==> config.mk <==
export PLATFORM = sky130hd
export DESIGN_NAME = rab_lookup_arbiter
export DESIGN_NICKNAME = d
export VERILOG_FILES = /design/src/rtl/rab_arb_pkg.sv /design/src/rtl/rab_arb_watchdog.sv /design/src/rtl/rab_lookup_arbiter.sv
export SDC_FILE = /design/constraint.sdc
export NUM_CORES = 1
export LEC_CHECK = 0
export ABC_AREA = 0
export CORE_ASPECT_RATIO = 1.2
export CORE_MARGIN = 1
export CORE_UTILIZATION = 55
export DETAILED_ROUTE_END_ITERATION = 16
export PLACE_DENSITY_LB_ADDON = 0.15
export SLEW_MARGIN = 20
export SYNTH_ARGS = -nofsm -noshare
export SYNTH_HDL_FRONTEND = slang
export SYNTH_SLANG_ARGS = --single-unit
export TNS_END_PERCENT = 100
==> constraint.sdc <==
create_clock -name Clk_CI -period 2.1 [get_ports Clk_CI]
set_clock_uncertainty 0.2 [all_clocks]
set_input_delay 0.315 -clock Clk_CI [delete_from_list [all_inputs] [get_ports Clk_CI]]
set_output_delay 0.315 -clock Clk_CI [all_outputs]
set_load 0.02 [all_outputs]
==> src/rtl/rab_arb_pkg.sv <==
// Shared types and constants for the RAB lookup arbiter: the FSM state encoding
// and the encoding of the select line.
package rab_arb_pkg;

    typedef enum logic [1:0] {IDLE, LOOKUP, RESULT, WAIT} rab_arb_state_t;

    localparam logic RAB_PORT1 = 1'b1;
    localparam logic RAB_PORT2 = 1'b0;

    // Wide enough for the largest legal lookup latency (15).
    localparam int unsigned LAT_CNT_W = 4;

endpackage

==> src/rtl/rab_arb_watchdog.sv <==
// Saturating watchdog counter for the arbiter's WAIT state.
// The expired output is high while the count sits at all-ones.
module rab_arb_watchdog #(
    parameter int unsigned TIMEOUT_W = 10
) (
    input  logic Clk_CI,
    input  logic Rst_RBI,
    input  logic clear,
    input  logic enable,
    output logic expired
);

    logic [TIMEOUT_W-1:0] cnt_q;

    // NOTE: sequential state uses non-blocking assignments so every register samples pre-edge values.
    always_ff @(posedge Clk_CI or negedge Rst_RBI) begin
        if (!Rst_RBI) begin
            cnt_q <= '0;
        end else if (clear) begin
            cnt_q <= '0;
        end else if (enable && !expired) begin
            cnt_q <= cnt_q + 1'b1;
        end
    end

    // Holding at all-ones means the count can never wrap back to a quiet value.
    assign expired = &cnt_q;

endmodule

==> src/rtl/rab_lookup_arbiter.sv <==
// Round-robin arbiter sharing one RAB TLB lookup between the write (port 1) and
// read (port 2) address channels, with a watchdog on the post-result wait.
module rab_lookup_arbiter
    import rab_arb_pkg::*;
#(
    parameter int unsigned LOOKUP_LAT = 2,
    parameter int unsigned TIMEOUT_W  = 10
) (
    input  logic Clk_CI,
    input  logic Rst_RBI,
    input  logic port1_req_i,
    input  logic port2_req_i,
    input  logic port1_sent_i,
    input  logic port2_sent_i,
    output logic lookup_req_o,
    output logic select_o,
    output logic port1_addr_valid_o,
    output logic port2_addr_valid_o,
    output logic busy_o,
    output logic timeout_o
);

    rab_arb_state_t       state_q, state_d;
    logic                 select_q, select_d;
    logic                 rr_q, rr_d;
    logic [LAT_CNT_W-1:0] lat_cnt_q, lat_cnt_d;
    logic                 wd_clear, wd_enable, wd_expired;
    logic                 timeout_fire;
    logic                 granted_sent;

    logic lookup_req_q, port1_av_q, port2_av_q, busy_q, timeout_q;

    rab_arb_watchdog #(
        .TIMEOUT_W (TIMEOUT_W)
    ) i_watchdog (
        .Clk_CI  (Clk_CI),
        .Rst_RBI (Rst_RBI),
        .clear   (wd_clear),
        .enable  (wd_enable),
        .expired (wd_expired)
    );

    // The other port's sent is never looked at.
    assign granted_sent = (select_q == RAB_PORT1) ? port1_sent_i : port2_sent_i;

    // NOTE: every always_comb output gets a default first so no path can infer a latch.
    always_comb begin
        state_d      = state_q;
        select_d     = select_q;
        rr_d         = rr_q;
        lat_cnt_d    = lat_cnt_q;
        wd_clear     = 1'b0;
        wd_enable    = 1'b0;
        timeout_fire = 1'b0;

        unique case (state_q)
            IDLE: begin
                if (port1_req_i || port2_req_i) begin
                    if (port1_req_i && port2_req_i) begin
                        select_d = rr_q;
                    end else begin
                        select_d = port1_req_i ? RAB_PORT1 : RAB_PORT2;
                    end
                    lat_cnt_d = LAT_CNT_W'(LOOKUP_LAT - 1);
                    state_d   = LOOKUP;
                end
            end
            LOOKUP: begin
                if (lat_cnt_q == '0) begin
                    state_d = RESULT;
                end else begin
                    lat_cnt_d = lat_cnt_q - 1'b1;
                end
            end
            RESULT: begin
                if (granted_sent) begin
                    state_d = IDLE;
                    rr_d    = ~select_q;
                end else begin
                    state_d  = WAIT;
                    wd_clear = 1'b1;
                end
            end
            WAIT: begin
                wd_enable = 1'b1;
                if (granted_sent) begin
                    state_d = IDLE;
                    rr_d    = ~select_q;
                end else if (wd_expired) begin
                    state_d      = IDLE;
                    rr_d         = ~select_q;
                    timeout_fire = 1'b1;
                end
            end
            default: state_d = IDLE;
        endcase
    end

    // Outputs are decoded from the next state and registered alongside it.
    always_ff @(posedge Clk_CI or negedge Rst_RBI) begin
        if (!Rst_RBI) begin
            state_q      <= IDLE;
            select_q     <= RAB_PORT2;
            rr_q         <= RAB_PORT1;
            lat_cnt_q    <= '0;
            lookup_req_q <= 1'b0;
            port1_av_q   <= 1'b0;
            port2_av_q   <= 1'b0;
            busy_q       <= 1'b0;
            timeout_q    <= 1'b0;
        end else begin
            state_q      <= state_d;
            select_q     <= select_d;
            rr_q         <= rr_d;
            lat_cnt_q    <= lat_cnt_d;
            lookup_req_q <= (state_q == IDLE) && (state_d == LOOKUP);
            port1_av_q   <= (state_d == RESULT) && (select_d == RAB_PORT1);
            port2_av_q   <= (state_d == RESULT) && (select_d == RAB_PORT2);
            busy_q       <= (state_d != IDLE);
            timeout_q    <= timeout_fire;
        end
    end

    assign lookup_req_o       = lookup_req_q;
    assign select_o           = select_q;
    assign port1_addr_valid_o = port1_av_q;
    assign port2_addr_valid_o = port2_av_q;
    assign busy_o             = busy_q;
    assign timeout_o          = timeout_q;

endmodule

==> summary.md <==
| Metric | Value |
|---|---|
| Slew margin rel. | `70.9%` |
| Mux cell area share after synthesis | `under 10%` |
| Power per Cell Area | `1210 nW/µm²` |
| Global-route wire length before repair | `4.17 mm` |
| Final instance area | `1400 µm²` |
| Met1 usage | `around 30%` |
| EDFF count, synth | `0` |
| Share of cells above drive strength 1 | `12.0%` |
| Total CTS buffers | `3` |
| Largest family of logic cells by synthesized area | `simple AND/OR/NAND/NOR gates` |
| Synth Warn # | `0` |
| Worst-path maximum fanout | `6` |
| Ys flop type | `dfrtp_1` |
| H-tree levels | `1` |
| Count of different cell masters after synthesis | `41` |
| P&R area growth vs syn | `17.7%` |
| Fin nets | `151` |
| Seq cells post-synth | `23` |
| Net switching power figure | `about 0.67 mW` |
| Async SR Flop Fraction | `100%` |
| Die width | `approximately 44 µm` |
| Vias per inst | `5.97` |
| Compound-gate portion of the synthesized area | `19.1%` |
| Synthesized area per cell | `between 9 and 10 µm²` |
| Slew @ Worst Pin | `approximately 430 ps` |
| Min cycle time layout | `1940 ps` |
| Sw Ratio | `40.0%` |
| Post-Synth Adder-Cell Area | `under 10%` |
| Pins Over Slew Limit | `0` |
| Diode count | `0` |
| Post-synthesis sequential area ratio | `48.7%` |
| CTS Hold Bufs | `0` |
| TritonCTS clock tree | `built` |
| Input/output buffers | `11` |
| Placer congestion estimate | `0.853` |
| TritonCTS Sinks | `23` |
| Comb power frac | `40.1%` |
| # DRC | `0` |
| Count of max-cap constraint violations | `0` |
| GRT overflow | `0` |
| Area of the die | `2340 µm²` |
| Final setup fails | `0` |
| Synthesized instance count | `124` |
| Initial antenna violation count | `0` |
| Arr. time, crit path | `1990 ps` |
| Clock Tree Buf Depth | `2` |
| Hold Fails Final Rpt | `0` |
| Router iterations before antenna repair | `4` |
| Sequential cell area | `577 µm²` |
| Post-CTS setup buffers | `0` |
| Via count | `about 1000` |
| GR Util met2 | `42.2%` |
| Rows | `18` |
| Fill count | `around 170` |
| Initial core utilization | `57.8%` |
| Die H | `52.8 µm` |
| Largest net degree at the start of global routing | `18` |
| CP endpoint kind | `flip-flop` |
| Post-Syn Area | `1180 µm²` |
| Multi-input combinational cell area | `573 µm²` |
| CTS resizes | `0` |
| Worst setup path category | `reg2reg` |
| Simple-gate portion of the synthesized area | `between 20% and 30%` |
| Top Usage Layer GRT | `met2` |
| Post-Syn Nets | `between 100 and 150` |
| Boundary pin count | `12` |
| CORE AREA | `around 2000 µm²` |
| Fin crit share | `92.4%` |
| Worst VDD drop | `0.764 mV` |
| Total track usage | `24.1%` |
| Antenna-violating nets left | `0` |
| RSZ-0062 raised after global routing | `no` |
| Placed instance area | `1370 µm²` |
| Worst Hold Class | `in2async` |
| Skew-Pair Late Insertion Delay | `320 ps` |
| Clk slew on worst S/H paths | `roughly 130 ps` |
| Outcome | `completed` |
| Sequential power share | `between 40% and 50%` |
| Worst setup SP type | `flip-flop` |
| Clock share of power | `between 10 and 15%` |
| Fmax achieved | `515 MHz` |
| Final core utilization | `68.1%` |
| Initial drt markers | `17` |
| Req. time, crit path | `around 2200 ps` |
| Vias in the first global route | `approximately 960` |
| Xor and xnor area share after synthesis | `0.739%` |
| WL final | `~2.4 mm` |
| Dpl hpwl | `1.86 mm` |
| Setup_tns | `0 ps` |
| Pint | `around 1.0 mW` |
| Wire per inst | `roughly 14 µm` |
| Met3 GRT Util | `3.10%` |
| CTS root buf | `clkbuf_4` |
| Leakage | `just under 0.6 nW` |
## registers in the layout (all words and copies together), names as in the netlist
| name | flops |
|---|---|
| port1_addr_valid_o | 1 |
| state_q | 2 |
| rr_q | 1 |
| busy_o | 1 |
| lookup_req_o | 1 |
| port2_addr_valid_o | 1 |
| i_watchdog.cnt_q | 10 |
| lat_cnt_q | 4 |
| timeout_o | 1 |
| select_o | 1 |
## worst max-delay path, stage by stage, from the launching register on
cell	delay, ps
dfrtp_1	460
ha_1	230
nand3_2	120
a211o_1	340
or3_1	370
a21oi_1	160
## Yosys cell counts (all sizes together), types with 2 or more instances
cell | count | area (µm²)
and3 | 3 | 20.0
nand3 | 9 | 60.1
nor2 | 6 | 22.5
a21o | 2 | 15.0
or3 | 3 | 18.8
nor3 | 6 | 30.0
inv | 6 | 22.5
a21oi | 12 | 60.1
mux2i | 2 | 20.0
ha | 2 | 25.0
a31oi | 2 | 12.5
o31ai | 4 | 30.0
o21ai | 5 | 25.0
clkbuf | 2 | 7.51
dfrtp | 22 | 551
nand2 | 13 | 48.8
nor2b | 2 | 12.5
or4 | 3 | 26.3
nor4 | 2 | 12.5
## cell type report
| cell class | instances | area share [%] |
|---|---|---|
| flip-flops and latches | 23 | 41.3 |
| multi-input cells | 92 | 41.1 |
| repair buffers | 17 | 11.1 |
| well taps | 30 | 2.69 |
| clock buffers | 3 | 1.61 |
| inverters | 6 | 1.61 |
| clock inverters | 1 | 0.538 |
## power by group through the flow
| stage | Sequential [mW] | Clock, mW | Combinational (mW) |
|---|---|---|---|
| 2_1_floorplan | 0.794 | 0 | 0.433 |
| 3_3_place_gp | 0.795 | 0 | 0.652 |
| 3_5_place_dp | 0.808 | 0 | 0.680 |
| 4_1_cts | 0.799 | 0.212 | 0.679 |
| 5_1_grt | 0.830 | 0.232 | 0.757 |
| 6_report | 0.800 | 0.209 | 0.675 |
## layout by cell type, fill, tap and decap left out, types with 2 or more instances in the layout
master and n:
or3_1 3, nand2_1 13, dfrtp_1 22, and3_1 2
buf_4 6, mux2i_1 2, o31ai_1 4, nor4_1 2
nand3_1 6, inv_1 6, nor3_1 6, clkdlybuf4s50_1 11
a31oi_1 2, nor2_1 6, ha_1 2, or4_1 2
a21oi_1 12, nand3_2 3, clkbuf_4 3, a21o_1 2
nor2b_1 2, o21ai_0 4
## stage by stage
step / hold WS (ps) / cells / setup slack [ps] / total power [mW]
floorplan: -181 / 124 / 318 / 1.23
global placement: 333 / 168 / 263 / 1.45
detailed placement: 343 / 168 / 173 / 1.49
CTS: 74.5 / 172 / 163 / 1.69
global route: 78.9 / 172 / 34.3 / 1.82
finish: 61.9 / 172 / 159 / 1.68
## per-layer routing
layer,wire (µm),share of wire [%],up-vias
li1,-,-,505
met5,0,0,-
met3,65,2.7,5
met1,1060,44,494
met2,1250,52,23
met4,34,1.4,0
## kinds of logic after synthesis
| logic type | count (synthesis) |
|---|---|
| AND/OR/NAND/NOR | 52 |
| AO/OA/AOI/OAI | 35 |
| flip-flops | 23 |
| buffers and inverters | 9 |
| multiplexers | 2 |
| adder cells (fa/ha/maj) | 2 |
| XOR/XNOR | 1 |
## final timing paths
path / cells past startpoint / startpoint / slack (ps) / end
hold reg to reg: 1 / i_watchdog.cnt_q[6] / 350 / i_watchdog.cnt_q[6]
max in group asynchronous: 2 / Rst_RBI / 1090 / i_watchdog.cnt_q[0]
min in group Clk_CI: 1 / i_watchdog.cnt_q[6] / 350 / i_watchdog.cnt_q[6]
hold / removal: 1 / Rst_RBI / 60 / port2_addr_valid_o
setup reg to reg: 5 / i_watchdog.cnt_q[1] / 160 / i_watchdog.cnt_q[8]
setup / recovery: 5 / i_watchdog.cnt_q[1] / 160 / i_watchdog.cnt_q[8]
No activity file was read; power rests on OpenSTA's default activity.
==> RTL change, RTL diff (same flow settings) <==
Re-encode `rab_arb_state_t` (4 states) as one-hot, 4 bits wide.
--- a/src/rtl/rab_arb_pkg.sv
+++ b/src/rtl/rab_arb_pkg.sv
@@ -2,7 +2,7 @@
 // and the encoding of the select line.
 package rab_arb_pkg;
 
-    typedef enum logic [1:0] {IDLE, LOOKUP, RESULT, WAIT} rab_arb_state_t;
+    typedef enum logic [3:0] {IDLE = 4'b0001, LOOKUP = 4'b0010, RESULT = 4'b0100, WAIT = 4'b1000} rab_arb_state_t;
 
     localparam logic RAB_PORT1 = 1'b1;
     localparam logic RAB_PORT2 = 1'b0;
Behaviour: same outputs for any inputs over 10 cycles, from zero or initial values and one cycle with Rst_RBI low; not proved beyond that.
==> RTL change against the unedited design <==
  * Sequential cell count grew 2
  * Sequential share of layout area is 3.5 points higher
  * Non-clock buffer count shrank 1
  * Total power decreased by 1.6%
  * Via count decreased by 13%
  * Worst setup slack worse by 2.7 ps
  * Synthesized area increased by 0.21%
  * Critical path depth decreased by 1
  * Synthesized cell count decreased by 11%
  * First-iteration DRC count up 24%
  * Clock power is 2% higher
  * Wire length down 8.3%
  * Final area increased by 0.36%
  * Critical endpoint unchanged
  * Largest cell class unchanged
==> RTL change: results (changes against the unedited design) <==
stage,metric,value,unit,change
placement,dp_hpwl,1.678,mm,was 1.858 mm
layout,nets,138,,was 151
layout,multi_input_area,541.8,µm²,was 573.1 µm²
route,dr.pass1.iters,4,,unchanged
global_routing,grtUsageTotal,22.44,%,was 24.08%
layout,clockBufferCount,4,,was 3
clock_tree,cts-htree-levels,1,,unchanged
layout,reg_top3,"i_watchdog.cnt_q x10, lat_cnt_q x4, state_q x4",,"was i_watchdog.cnt_q x10, lat_cnt_q x4, state_q x2"
worst_setup_path,crit_fanout,7,,was 6
layout,fillCellCount,167,,was 166
yosys,syn_nets,118,,was 132
clock_tree,cts_resized,0,,unchanged
yosys,yosys_warnings,0,,unchanged
layout,seq_area_share,44.86,%,was 41.35%
worst_hold_path,min-delay-path-class,input port to async pin,,unchanged
layout,area_growth,17.91,%,was 17.74%
yosys,synthTopCellsByArea,"dfrtp_1, dfstp_2, nand3_1, mux2i_1, nand2_1",,"was dfrtp_1, a21oi_1, nand2_1, nand3_1, nand3_2"
pwr,vdd_ir_drop_max,810.2,µV,was 763.8 µV
yosys,ys_async_sr_fraction,100.0,%,unchanged
placement,place_area,1368,µm²,was 1365 µm²
clock_tree,root_buffer,clkbuf_4,,unchanged
clock_tree,numCtsBuffers,3,,unchanged
global_routing,antenna_found_initial,0,,unchanged
yosys,synth_cell_types,38,,was 41
global_routing,grt_first_pass_wirelength,3.643,mm,was 4.174 mm
placement,pre_cts_ws,-110.3,ps,was 173.2 ps
route,wl_per_cell,13.89,µm,was 13.99 µm
layout,diodes,0,,unchanged
die,die_x,44.42,µm,was 44.37 µm
placement,portBuffers,11,,unchanged
global_routing,grt_pass1_vias,861,,was 961
pwr,power_leakage,0.5846,nW,was 0.5868 nW
route,viasPerCell,5.642,,was 5.971
layout,clock_cell_area_share,1.877,%,was 2.152%
worst_setup_path,r2r_cells,4,,was 5
clock_tree,path_clk_slew,130,ps,about the same
clock_tree,cts.path.max_buffers,2,,unchanged
layout,multiInputCombCellCount,79,,was 92
yosys,ys_seq_area_share,52.90,%,was 48.68%
route,first_iter_violations,21,,was 17
clock_tree,cts_setup_buffers,0,,unchanged
outcome,outcome,"finished, final reports clean",,unchanged
layout,inverters,5,,was 6
placement,gp_congestion,0.8552,,was 0.8528
timing,slew_viol_final,0,,unchanged
timing,worst_slew_pin_slew,529.9,ps,was 433.4 ps
global_routing,grt_max_degree,26,,was 18
layout,buffers_excl_clock,16,,was 17
layout,buffer_area_share,10.55,%,was 11.12%
clock_tree,ctsHoldBuffers,0,,unchanged
yosys,synth_common_cells,"dfrtp_1, nand2_1, nand3_1, nor2_1, inv_1",,"was dfrtp_1, nand2_1, a21oi_1"
layout,drive_gt1_share,13.18,%,was 11.97%
clock_tree,clkSinkCount,25,,was 23
clock_tree,clk_latency,320,ps,about the same
## RTL change: changes by cell type in the layout (fill, tap and decap cells not counted), sizes merged, moves of 2 or more
cell and delta:
nand2 -5, mux2 +2, or4 -2, nor3 -2, or3 -2, nor2 +2, a21o -2, a21oi -8
nor2b -2, nand4 +2, nor4b +2, xor2 +3, and2 +3
## RTL change: cells by family (layout without fill, tap and decap cells)
kind of cell	Yosys count	count (layout)	share of synthesized area [%]
multiplexers	5	5	4.741
XOR/XNOR	4	4	2.951
AO/OA/AOI/OAI	21	21	12.12
flip-flops	25	25	52.90
buffers and inverters	6	25	2.002
adder cells (fa/ha/maj)	2	2	2.107
AND/OR/NAND/NOR	47	47	23.18
## RTL change: path summary, 6_finish.rpt
kind                       startpoint                   to  slack [ps]
setup reg to reg             select_o  i_watchdog.cnt_q[8]         160
hold reg to reg                  rr_q                 rr_q         290
setup / recovery             select_o  i_watchdog.cnt_q[8]         160
max in group asynchronous     Rst_RBI                 rr_q        1280
hold / removal                Rst_RBI  i_watchdog.cnt_q[7]         140
min in group Clk_CI              rr_q                 rr_q         290
## RTL change: layer usage
metal  vias up  part of all wire, %  GRT usage (%)
li1        445                    -              -
met1       432                   41          25.00
met2        13                   52          38.97
met3         7                  2.4          2.048
met4         0                  3.8          16.67
met5         -                    0              0
## RTL change: critical path: stages, from the launching register on
cell	delay, ps
dfrtp_1	440
mux2_4	310
or4_1	590
o311ai_0	160
o31ai_1	120
## RTL change: metrics by stage
step | instances | power [mW]
after floorplan | 110 | 1.220
after global placement | 155 | 1.422
after detailed placement | 155 | 1.445
after CTS | 159 | 1.658
after global routing | 159 | 1.776
final | 159 | 1.657
## RTL change: report_power, final
part           switching [mW]  internal, mW  leakage (nW)
Combinational           0.311         0.302         0.265
Clock                   0.139        0.0745        0.0150
Sequential              0.172         0.658         0.305
